`config.mk`:
```
export PLATFORM = sky130hd
export DESIGN_NAME = mips_test_sequencer
export DESIGN_NICKNAME = d
export VERILOG_FILES = /design/src/rtl/mips_test_sequencer.sv
export SDC_FILE = /design/constraint.sdc
export NUM_CORES = 1
export LEC_CHECK = 0
export CAP_MARGIN = 20
export CORE_ASPECT_RATIO = 0.75
export CORE_MARGIN = 1
export CORE_UTILIZATION = 45
export CTS_CLUSTER_SIZE = 14
export DETAILED_ROUTE_END_ITERATION = 16
export PLACE_DENSITY_LB_ADDON = 0.25
export SYNTH_ARGS = -nofsm -noshare
export SYNTH_HDL_FRONTEND = slang
export SYNTH_SLANG_ARGS = --single-unit
```
`constraint.sdc`:
```
create_clock -name clk_i -period 5.9 [get_ports clk_i]
set_input_delay 1.18 -clock clk_i [delete_from_list [all_inputs] [get_ports clk_i]]
set_output_delay 1.18 -clock clk_i [all_outputs]
set_load 0.01 [all_outputs]
```
`src/rtl/mips_test_sequencer.sv`:
```
// Run controller for a mips_cpu_bus harness: sequences CPU reset, times the run,
// watches the bus for protocol violations and grades register_v0 at halt.
module mips_test_sequencer #(
    parameter int unsigned TIMEOUT_CYCLES = 10000,
    parameter int unsigned RESET_CYCLES   = 1,
    parameter logic [31:0] EXPECTED_V0    = 32'h0000_0000,
    parameter logic [31:0] V0_MASK        = 32'hFFFF_FFFF,
    parameter int unsigned CNT_W          = 32
) (
    input  logic             clk_i,
    input  logic             reset_i,
    input  logic             start_i,
    output logic             cpu_reset_o,
    input  logic             cpu_active_i,
    input  logic [31:0]      register_v0_i,
    input  logic             bus_read_i,
    input  logic             bus_write_i,
    input  logic             bus_waitrequest_i,
    input  logic [3:0]       bus_byteenable_i,
    output logic             done_o,
    output logic             pass_o,
    output logic [2:0]       fail_code_o,
    output logic [CNT_W-1:0] cycle_count_o,
    output logic [CNT_W-1:0] read_count_o,
    output logic [CNT_W-1:0] write_count_o,
    output logic [31:0]      v0_captured_o
);

    typedef enum logic [2:0] {
        S_IDLE,
        S_HOLD,
        S_RUN,
        S_CHECK,
        S_DONE
    } state_e;

    localparam int unsigned HOLD_W     = (RESET_CYCLES > 1) ? $clog2(RESET_CYCLES) : 1;
    localparam logic [2:0]  FC_NONE    = 3'd0;
    localparam logic [2:0]  FC_TIMEOUT = 3'd1;
    localparam logic [2:0]  FC_V0      = 3'd2;
    localparam logic [2:0]  FC_BUS     = 3'd3;

    state_e             state_q, state_d;
    logic [HOLD_W-1:0]  hold_q, hold_d;
    logic [CNT_W-1:0]   cycle_q, cycle_d;
    logic [CNT_W-1:0]   rdcnt_q, rdcnt_d;
    logic [CNT_W-1:0]   wrcnt_q, wrcnt_d;
    logic [31:0]        v0_q, v0_d;
    logic               done_q, done_d;
    logic               pass_q, pass_d;
    logic [2:0]         fc_q, fc_d;
    logic               err_q, err_d;
    logic               tmo_q, tmo_d;
    logic               rd_stall_q, rd_stall_d;
    logic               wr_stall_q, wr_stall_d;
    logic               clr;
    logic               bus_err;

    function automatic logic [CNT_W-1:0] sat_inc(input logic [CNT_W-1:0] v);
        return (&v) ? v : v + CNT_W'(1);
    endfunction

    // A strobe that was stalled must still be asserted on the following cycle.
    always_comb begin
        bus_err = (bus_read_i & bus_write_i)
                | ((bus_read_i | bus_write_i) & (bus_byteenable_i == 4'b0000))
                | (rd_stall_q & ~bus_read_i)
                | (wr_stall_q & ~bus_write_i);
    end

    always_comb begin
        state_d    = state_q;
        hold_d     = hold_q;
        cycle_d    = cycle_q;
        rdcnt_d    = rdcnt_q;
        wrcnt_d    = wrcnt_q;
        v0_d       = v0_q;
        done_d     = done_q;
        pass_d     = pass_q;
        fc_d       = fc_q;
        err_d      = err_q;
        tmo_d      = tmo_q;
        rd_stall_d = 1'b0;
        wr_stall_d = 1'b0;
        clr        = 1'b0;

        case (state_q)
            S_IDLE, S_DONE: begin
                if (start_i) begin
                    state_d = S_HOLD;
                    clr     = 1'b1;
                end
            end
            S_HOLD: begin
                if (hold_q == HOLD_W'(RESET_CYCLES - 1)) begin
                    hold_d  = '0;
                    state_d = S_RUN;
                end else begin
                    hold_d = hold_q + HOLD_W'(1);
                end
            end
            S_RUN: begin
                cycle_d    = sat_inc(cycle_q);
                rd_stall_d = bus_read_i & bus_waitrequest_i;
                wr_stall_d = bus_write_i & bus_waitrequest_i;
                if (bus_err)
                    err_d = 1'b1;
                if (bus_read_i & ~bus_waitrequest_i)
                    rdcnt_d = sat_inc(rdcnt_q);
                if (bus_write_i & ~bus_waitrequest_i)
                    wrcnt_d = sat_inc(wrcnt_q);
                // A halting CPU takes precedence over a timeout landing on the same cycle.
                if (!cpu_active_i) begin
                    state_d = S_CHECK;
                end else if (64'(cycle_d) >= 64'(TIMEOUT_CYCLES)) begin
                    tmo_d   = 1'b1;
                    state_d = S_CHECK;
                end
            end
            S_CHECK: begin
                v0_d = register_v0_i;
                if (err_q)
                    fc_d = FC_BUS;
                else if (tmo_q)
                    fc_d = FC_TIMEOUT;
                else if (((register_v0_i ^ EXPECTED_V0) & V0_MASK) != 32'h0)
                    fc_d = FC_V0;
                else
                    fc_d = FC_NONE;
                pass_d  = (fc_d == FC_NONE);
                done_d  = 1'b1;
                state_d = S_DONE;
            end
            default: state_d = S_IDLE;
        endcase

        if (clr) begin
            hold_d  = '0;
            cycle_d = '0;
            rdcnt_d = '0;
            wrcnt_d = '0;
            done_d  = 1'b0;
            pass_d  = 1'b0;
            fc_d    = FC_NONE;
            err_d   = 1'b0;
            tmo_d   = 1'b0;
        end
    end

    always_ff @(posedge clk_i) begin
        if (!reset_i) begin
            state_q    <= S_IDLE;
            hold_q     <= '0;
            cycle_q    <= '0;
            rdcnt_q    <= '0;
            wrcnt_q    <= '0;
            v0_q       <= '0;
            done_q     <= 1'b0;
            pass_q     <= 1'b0;
            fc_q       <= FC_NONE;
            err_q      <= 1'b0;
            tmo_q      <= 1'b0;
            rd_stall_q <= 1'b0;
            wr_stall_q <= 1'b0;
        end else begin
            state_q    <= state_d;
            hold_q     <= hold_d;
            cycle_q    <= cycle_d;
            rdcnt_q    <= rdcnt_d;
            wrcnt_q    <= wrcnt_d;
            v0_q       <= v0_d;
            done_q     <= done_d;
            pass_q     <= pass_d;
            fc_q       <= fc_d;
            err_q      <= err_d;
            tmo_q      <= tmo_d;
            rd_stall_q <= rd_stall_d;
            wr_stall_q <= wr_stall_d;
        end
    end

    // CPU runs only while the sequencer is in RUN or grading in CHECK.
    assign cpu_reset_o   = ~((state_q == S_RUN) || (state_q == S_CHECK));
    assign done_o        = done_q;
    assign pass_o        = pass_q;
    assign fail_code_o   = fc_q;
    assign cycle_count_o = cycle_q;
    assign read_count_o  = rdcnt_q;
    assign write_count_o = wrcnt_q;
    assign v0_captured_o = v0_q;

endmodule

```
# Word-level counts from Yosys, hierarchy flattened
# Index checks and enable logic that the tools add are counted.
# word_totals
regBits	141
out_inout_bits	134
wordCells	73
# classes
add_sub_neg	4
magnitude_cmp	1
eq_ne	7
muxes	13
n_bitwise	19
reduce_logical	16
# ops
cell	count
32-bit by 1-bit adder with 32-bit output (second input constant)	3
32-bit AND reduction	3
32-bit by 14-bit >= comparator with 1-bit output (second input constant)	1
32-bit 2-to-1 mux	1
32-bit nonzero test	1
3-bit 2-to-1 mux	5
3-bit case mux with 4 select lines	1
3-bit AND reduction	4
1-bit AND	8
1-bit NOT	7
3-bit by 2-bit equality test with 1-bit output (second input constant)	2
3-bit zero test	2
2-bit 2-to-1 mux	3
4-bit zero test	1
2-bit inequality test (second input constant)	2
1-bit bitwise OR	4
2-bit AND reduction	2
2-bit OR reduction	2
3-bit by 1-bit equality test with 1-bit output (second input constant)	1
3-bit equality test (second input constant)	1
1-bit 2-to-1 mux	3
3-bit inequality test (second input constant)	1
1-bit adder (second input constant)	1
1-bit logical OR	1

# Logic depth before layout (Yosys ltp)
# Gate-level depths: netlist of the first run.
# depth
word_depth	6
depth_mapped	10
ltp_nobuf	9

# Least setup slack after synthesis of the first run
# Ideal clock, no wire load.
# synth_timing
kind	in2reg
startpoint	in bus_waitrequest_i
endpoint	reg rdcnt_q[25], in the netlist read_count_o[25]
arrival_time_ps	2584
setup_slack_ps	3245
cell_stages	6
n_path_buf	0
cell_sequence	nand3b_1 -> or2_1 -> a31oi_4 -> nand4_2 -> or3_1 -> a21oi_1
# synth_via
elab_chain_len	3
# synth_rtl
element	line_no	text
from (decl)	18	input logic bus_waitrequest_i,
1-bit NOT	108	if (bus_read_i & ~bus_waitrequest_i)
1-bit AND	108	
3-bit AND reduction (no line)	-	
to (signal assigned)	169	rdcnt_q <= rdcnt_d;
to (decl)	46	logic [CNT_W-1:0] rdcnt_q, rdcnt_d;
# No other way between the ends.
# A chain may end at the register's enable or synchronous reset.

# Worst setup path after layout of the first run
# layout_timing
startpoint	reg cycle_q[0], in the netlist cycle_count_o[0]
endpoint	reg tmo_q
# layout_via
elab_chain_len	4
# layout_rtl
element	line_no	text
from (decl)	45	logic [CNT_W-1:0] cycle_q, cycle_d;
from (signal assigned)	168	cycle_q <= cycle_d;
32-bit by 1-bit adder with 32-bit output / 32-bit AND reduction (equally long branches)	60	return (&v) ? v : v + CNT_W'(1);
32-bit 2-to-1 mux (*)	60	
32-bit by 14-bit >= comparator with 1-bit output (*)	115	end else if (64'(cycle_d) >= 64'(TIMEOUT_CYCLES)) begin
3-bit AND reduction (no line) (*)	-	
to (signal assigned)	176	tmo_q <= tmo_d;
to (decl)	53	logic tmo_q, tmo_d;
# Every way passes the cells marked *; elsewhere a longest branch is shown, timed or not.

==> metrics.yaml, run 1 <==
outcome: "completed"
path_class: "register to register"
cts.sinks: 139
antenna_found_initial: 0
syn-cell-area_um2: 6880
first_iter_violations: 454
vias_per_cell: 5.28
wl_per_cell_um: 15.3
fill_cells: 1290
p_seq_frac: 0.417
slew_viol_final: 0
yosys.cell_types.count: 64
setup_viol: 0
synthArstFlopShare: 0
fin_setup_tns_ns: 0
ir_drop_mv: 0.202
clkPwrFrac: 0.507
grt_max_degree: 103
power_density_nw_per_um2: 247
timing.rr.start: "cycle_count_o[0]"
worstPathMaxFanout: 7
drt-pass1-iter-count: 5
ant_nets: 0
rows: 38
die_h_um: 109
p_sw_w: 0.000535
place_inst: 1171
cts_hold_buf: 0
clock_path_buffers: 2
leakagePower_nw: 3.04
die_w_um: 145
holdPathEnd: "v0_captured_o[7]"
nets: 1037
period_share: 0.549
cts_tree: "done"
start_util: 0.468
numCtsBuffers: 17
synth_ff_type: "dfxtp_1"
avgSynthCellArea_um2: 8.24
postCtsSetupRepairBufs: 0
syn_inst: 835
cp_data_required_time_ns: 6.19
seqCellArea_um2: 2780
area_growth_pct: 36.6
reg2reg_setup_slack_ns: 2.66
cap_violations: 0
rsz0062_at_grt: "false"
grt_pass1_vias: 5737
multi_input_area_um2: 3860
core_um2: 14700
worstMarginPinSlew_ns: 0.785
hold_violations: 0
critPathLaunchType: "register"
synth_edf_count: 0
final_layout_size_suffix_gt1_frac: 0.0647
fmaxAchievable_mhz: 309
finalPower_w: 0.00232
place_hpwl_mm: 12.7
drc: 0
finalCriticalPeriod_ns: 3.24
cts_resized: 0
syn-num-nets: 881
cts_root_buffer: "clkbuf_16"
layout.cells.non_filler: 1204
ios: 177
slew_headroom: 0.472
overflow: 0
hold_path_startpoint: "v0_captured_o[7]"
reg2reg_depth: 8
p_int_w: 0.00178
grt_usage: 0.238
grt_pass1_wl_mm: 29.3
fin_skew_ns: 0.00899
holdPathStages: 2
insertion_delay_ns: 0.42
cp-end-kind: "register"
cp.arrival_ns: 3.53
htree_levels: 4
hold_path.class: "register to register"
vias: 6359
diodes: 0
wl_mm: 18.4
fp.dieArea_um2: 15800
p_comb_frac: 0.076
seq_area_frac_synth: 0.405
port_buffers: 175
clkTransAtPathRegs_ns: 0.06
r2r_end: "tmo_q"
ys_ff_latch: 139
netSwitchingFraction: 0.231
yosys_warnings: 0
gp_congestion: 0.911
## Yosys cell counts (7+ instances only)
cell type / instances / area, µm²
a21boi_0: 32 / 240
a21oi_1: 20 / 100
and2_1: 7 / 43.8
and3_1: 11 / 68.8
and4_1: 11 / 96.3
buf_2: 9 / 45.0
clkbuf_1: 26 / 97.6
dfxtp_1: 139 / 2780
inv_1: 13 / 48.8
nand2_1: 127 / 477
nand3_1: 32 / 160
nand4_1: 37 / 231
nor2_1: 123 / 462
nor3_1: 30 / 150
nor4_1: 12 / 75.1
o21ai_0: 14 / 70.1
or3_1: 12 / 75.1
xnor2_1: 43 / 377
xor2_1: 53 / 464
## flip-flops by register name, indices dropped and copies added, names as in the netlist, 2 cells and up
register and cells:
v0_captured_o 32, fail_code_o 2, cycle_count_o 32, state_q 3, write_count_o 32, read_count_o 32
## placed cells by master (no fill, tap or decap), drive strengths merged, types with 11 or more instances in the layout
cell	instances
nor2	124
clkbuf	18
nand2	127
and4	11
inv	15
nand3	36
nor3	33
or3	12
o21ai	16
nor4	18
xor2	53
xnor2	43
a21oi	20
nand4	41
a21boi	32
and3	11
dfxtp	139
clkdlybuf4s50	175
## worst max-delay path, stage by stage (launching register included)
cell,delay (ns)
dfxtp_1,0.47
ha_1,0.26
nand3_2,0.21
nor4_4,0.42
nand3_2,0.17
a2111oi_0,0.72
o2111ai_1,0.29
o311ai_1,0.46
a21oi_1,0.12
## through the flow
stage | cell area [µm²] | setup WS (ns) | utilization | hold WS (ns)
floorplan | 6880 | 3.25 | - | 0.436
global placement | 8720 | 2.58 | 0.593 | 0.450
detailed placement | 8720 | 2.51 | 0.593 | 0.456
CTS | 9370 | 2.74 | 0.637 | 0.464
global route | 9390 | 2.56 | 0.639 | 0.480
finish | 9390 | 2.66 | 0.639 | 0.462
## layer usage
metal,wire length (µm),GRT usage
met2,7850,0.346
met5,0,0
met3,1370,0.0685
met4,184,0.0669
met1,8980,0.338
## layout make-up
type	instances	area share
tap	200	0.0266
sequential	139	0.296
clock buffer	18	0.0457
multi-input combinational	641	0.411
clock inverter	14	0.0232
timing repair buffer	179	0.192
inverter	13	0.00520
## worst max-delay path by stage
stage	from	endpoint	cells past startpoint
global route	cycle_count_o[0]	tmo_q	8
CTS	cycle_count_o[0]	tmo_q	8
detailed placement	bus_waitrequest_i	read_count_o[25]	7
global placement	bus_waitrequest_i	read_count_o[25]	7
floorplan	bus_waitrequest_i	read_count_o[25]	6
finish	cycle_count_o[0]	tmo_q	8
## cells by family after synthesis
family | synth area share
AND/OR/NAND/NOR | 0.333
flip-flops | 0.405
multiplexers | 0.00291
AO/OA/AOI/OAI | 0.0961
buffers and inverters | 0.0351
adder cells (fa/ha/maj) | 0.00546
other | 0.000545
XOR/XNOR | 0.122
## power groups by stage
stage,clock network [W],registers [W],logic [W]
2_1_floorplan,0,0.000990,0.0000822
3_3_place_gp,0,0.000987,0.000170
3_5_place_dp,0,0.000987,0.000170
4_1_cts,0.00119,0.000967,0.000171
5_1_grt,0.00124,0.000968,0.000193
6_report,0.00118,0.000967,0.000176
Note: power is estimated with default switching activity, not from simulation.
==> run 2, diff against run 1 <==
==> constraint.sdc (replaced) <==
create_clock -name clk_i -period 2.7 [get_ports clk_i]
set_input_delay 0.54 -clock clk_i [delete_from_list [all_inputs] [get_ports clk_i]]
set_output_delay 0.54 -clock clk_i [all_outputs]
set_load 0.01 [all_outputs]
==> metrics.yaml, run 2 (synthesized netlist as in run 1, its figures left out) <==
outcome: "completed"
drt-pass1-iter-count: 6
vias_per_cell: 5.31
fp.dieArea_um2: 15800
hold_path.class: "register to register"
grt_max_degree: 41
clock_path_buffers: 2
vias: 6655
insertion_delay_ns: 0.42
drc: 0
power_density_nw_per_um2: 498
grt_pass1_vias: 6043
cp_data_required_time_ns: 3.00
cts.sinks: 139
worstPathMaxFanout: 5
cts_hold_buf: 0
first_iter_violations: 441
fin_setup_tns_ns: 0
start_util: 0.468
finalCriticalPeriod_ns: 2.53
fin_skew_ns: 0.00833
path_class: "register to register"
die_w_um: 145
final_common_cell: "clkdlybuf4s50_1"
grt_pass1_wl_mm: 29.7
period_share: 0.937
reg2reg_depth: 10
leakagePower_nw: 3.31
slew_headroom: 0.519
numCtsBuffers: 17
fin_hold_ws_ns: 0.462
ios: 177
cts_tree: "done"
grt_usage: 0.242
ant_nets: 0
overflow: 0
holdPathStages: 2
hold_violations: 0
gp_congestion: 0.955
cp.arrival_ns: 2.83
finish.utilization: 0.665
critPathLaunchType: "register"
finalPower_w: 0.00487
worstMarginPinSlew_ns: 0.718
area_growth_pct: 42.0
htree_levels: 4
rows: 38
cts_root_buffer: "clkbuf_16"
fmaxAchievable_mhz: 395
antenna_found_initial: 0
setup_viol: 0
place_hpwl_mm: 13.6
diodes: 0
layout.cells.non_filler: 1254
cap_violations: 0
wl_per_cell_um: 15.2
clkTransAtPathRegs_ns: 0.06
final_layout_size_suffix_gt1_frac: 0.115
slew_viol_final: 0
fill_cells: 1253
place_inst: 1219
ir_drop_mv: 0.398
die_h_um: 109
cp-end-kind: "register"
port_buffers: 175
nets: 1088
wl_mm: 19.1
final_cell_mix: "clkdlybuf4s50_1, dfxtp_1, nand2_1, nor2_1, buf_4"
core_um2: 14700
## run 2: critical path, stage by stage (launching register included)
cell and delay [ns]:
dfxtp_1 0.37, buf_4 0.18, nand4_1 0.16, buf_4 0.18
or4_4 0.45, nor3_4 0.19, nor3_1 0.08, and4b_1 0.30
o211ai_1 0.13, o311ai_1 0.29, a21oi_1 0.10
## run 2: layer usage
| layer | vias up | wire length (µm) | global-route usage | share of wire |
|---|---|---|---|---|
| li1 | 3296 | - | - | - |
| met3 | 30 | 1600 | 0.0685 | 0.084 |
| met2 | 260 | 8080 | 0.359 | 0.42 |
| met1 | 3069 | 9070 | 0.330 | 0.48 |
| met4 | 0 | 334 | 0.0962 | 0.018 |
| met5 | - | 0 | 0 | 0 |
## run 2: cell type report
cell class / instances / area [µm²] / area share
clock buffers: 17 / 425 / 0.0436
multi-input cells: 641 / 3910 / 0.400
flip-flops and latches: 139 / 2780 / 0.285
repair buffers: 230 / 2180 / 0.223
clock inverters: 14 / 171 / 0.0175
inverters: 13 / 48.8 / 0.00500
well taps: 200 / 250 / 0.0256
## run 2: timing repair
action / 4_1_cts / 5_1_grt
buffers inserted: 0 / 4
resized for setup: 0 / 9
endpoints found under the setup margin: 0 / 2
## run 2: worst paths after layout
path,start,to,slack (ns)
setup / recovery,cycle_count_o[7],tmo_q,0.17
setup reg to reg,cycle_count_o[7],tmo_q,0.17
hold reg to reg,v0_captured_o[1],v0_captured_o[1],0.46
hold / removal,v0_captured_o[1],v0_captured_o[1],0.46
## run 2: per-stage QoR
stage / setup WS (ns) / area [µm²]
final: 0.169 / 9770
after global routing: -0.0200 / 9770
after CTS: 0.141 / 9690
after detailed placement: 0.121 / 9090
after global placement: 0.114 / 9090
after floorplan: 0.237 / 6880
## run 2: where the power goes
group	total (W)	internal, W	switching [W]	leakage, nW
combinational	0.000398	0.000178	0.000220	1.91
sequential	0.00211	0.00208	0.0000247	1.12
clock	0.00236	0.00145	0.000908	0.285
total	0.00487	0.00371	0.00115	3.31
==> run 3, diff against run 2 <==
--- a/config.mk
+++ b/config.mk
@@ -11,6 +11,7 @@
 export CORE_UTILIZATION = 45
 export CTS_CLUSTER_SIZE = 14
 export DETAILED_ROUTE_END_ITERATION = 16
+export GPL_TIMING_DRIVEN = 0
 export PLACE_DENSITY_LB_ADDON = 0.25
 export SYNTH_ARGS = -nofsm -noshare
 export SYNTH_HDL_FRONTEND = slang
==> metrics.yaml, run 3 (synthesized netlist as in run 1, its figures left out) <==
outcome: "completed"
ant_nets: 0
wl_per_cell_um: 15.5
hold_path.class: "register to register"
final_cell_mix: "clkdlybuf4s50_1, dfxtp_1, nand2_1, nor2_1, xor2_1"
critPathLaunchType: "register"
insertion_delay_ns: 0.41
grt_usage: 0.247
cts.sinks: 139
critPathMaxStageDelay_ns: 0.55
htree_levels: 4
numCtsBuffers: 17
fp.dieArea_um2: 15800
cap_violations: 0
cp.arrival_ns: 2.89
seqCellArea_um2: 2790
worstPathMaxFanout: 7
core_um2: 14700
cts_root_buffer: "clkbuf_16"
cp_top_family: "simple AND/OR/NAND/NOR gates"
period_share: 0.974
slew_headroom: 0.497
clkTransAtPathRegs_ns: 0.06
place_ws_ns: -0.267
grt_max_degree: 17
slew_viol_final: 0
fill_cells: 1261
fin_skew_ns: 0.0108
grt_pass1_vias: 5947
finalCriticalPeriod_ns: 2.63
area_growth_pct: 40.2
ir_drop_mv: 0.403
cts_hold_buf: 0
first_iter_violations: 463
overflow: 0
final_common_cell: "clkdlybuf4s50_1"
drc: 0
cp_slowest_cell: "or4_4"
rows: 38
nets: 1083
gp_congestion: 0.952
vias: 6590
ios: 177
setup_viol: 0
hold_violations: 0
fin_setup_tns_ns: 0
fin_ws_ns: 0.0704
worstMarginPinSlew_ns: 0.755
wl_mm: 19.3
clock_path_buffers: 2
cts_tree: "done"
vias_per_cell: 5.28
crit_chain: "ha_2 > nand3_4 > or4_4 > nor3_4 > nor3_1 > and4b_1 > o211ai_1 > o311ai_1 > a21oi_1"
power_density_nw_per_um2: 490
die_w_um: 145
grt_pass1_wl_mm: 30.2
diodes: 0
die_h_um: 109
fin_hold_ws_ns: 0.460
place_hpwl_mm: 13.9
cp_data_required_time_ns: 2.96
cp-end-kind: "register"
port_buffers: 174
crit_buf_inv: 0
leakagePower_nw: 3.17
antenna_found_initial: 0
finish.utilization: 0.656
drt-pass1-iter-count: 5
start_util: 0.468
multi_input_area_um2: 3980
fmaxAchievable_mhz: 380
final_layout_size_suffix_gt1_frac: 0.0972
path_class: "register to register"
rsz0062_at_grt: "true"
run 3: cell count changes in the layout (fill, tap and decap cells not counted), sizes merged:
cell	delta
bufinv	-2
clkinvlp	+1
buf	-31
clkdlybuf4s50	-1
clkbuf	+28
run 3: layout make-up:
class	count	share of cell area
Buffer	42	0.0215
Clock buffer	18	0.0455
Clock inverter	13	0.0123
Inverter	13	0.00506
Multi-Input combinational cell	641	0.412
Sequential cell	139	0.290
Tap cell	200	0.0259
Timing Repair Buffer	183	0.188
run 3: worst reg2reg max path: stages, from the launching register on:
cell,delay [ns]
dfxtp_2,0.39
ha_2,0.24
nand3_4,0.14
or4_4,0.56
nor3_4,0.25
nor3_1,0.07
and4b_1,0.27
o211ai_1,0.15
o311ai_1,0.31
a21oi_1,0.10
run 3: what timing repair did:
| action | CTS | global route |
|---|---|---|
| gates resized for setup | 6 | 30 |
| hold endpoints to repair | 0 | 0 |
| endpoints found under the setup margin | 2 | 12 |
| pin swaps | 1 | 12 |
| gates cloned | 0 | 0 |
| buffers inserted | 0 | 9 |
run 3: worst paths after layout:
| kind | from | endpoint | slack (ns) | depth (start not counted) |
|---|---|---|---|---|
| worst max-delay path | cycle_count_o[1] | tmo_q | 0.07 | 9 |
| worst min register to register | v0_captured_o[8] | v0_captured_o[8] | 0.46 | 2 |
| worst min-delay path | v0_captured_o[8] | v0_captured_o[8] | 0.46 | 2 |
| worst max register to register | cycle_count_o[1] | tmo_q | 0.07 | 9 |
run 3: per-layer routing:
layer,vias up,global-route usage,part of all wire
li1,3282,-,-
met3,20,0.0527,0.070
met1,3067,0.350,0.49
met4,0,0.0857,0.014
met2,221,0.367,0.43
met5,-,0,0
run 3: per-stage QoR:
step                cells  total power, W  instance area, µm²
finish               1249         0.00473                9640
CTS                  1240         0.00478                9450
global route         1249         0.00492                9640
global placement     1209         0.00255                8870
floorplan             835         0.00234                6880
detailed placement   1209         0.00255                8870
run 3: power breakdown:
part           internal, W  switching [W]
logic             0.000166       0.000233
clock network      0.00129       0.000925
registers          0.00208      0.0000285
total              0.00354        0.00119
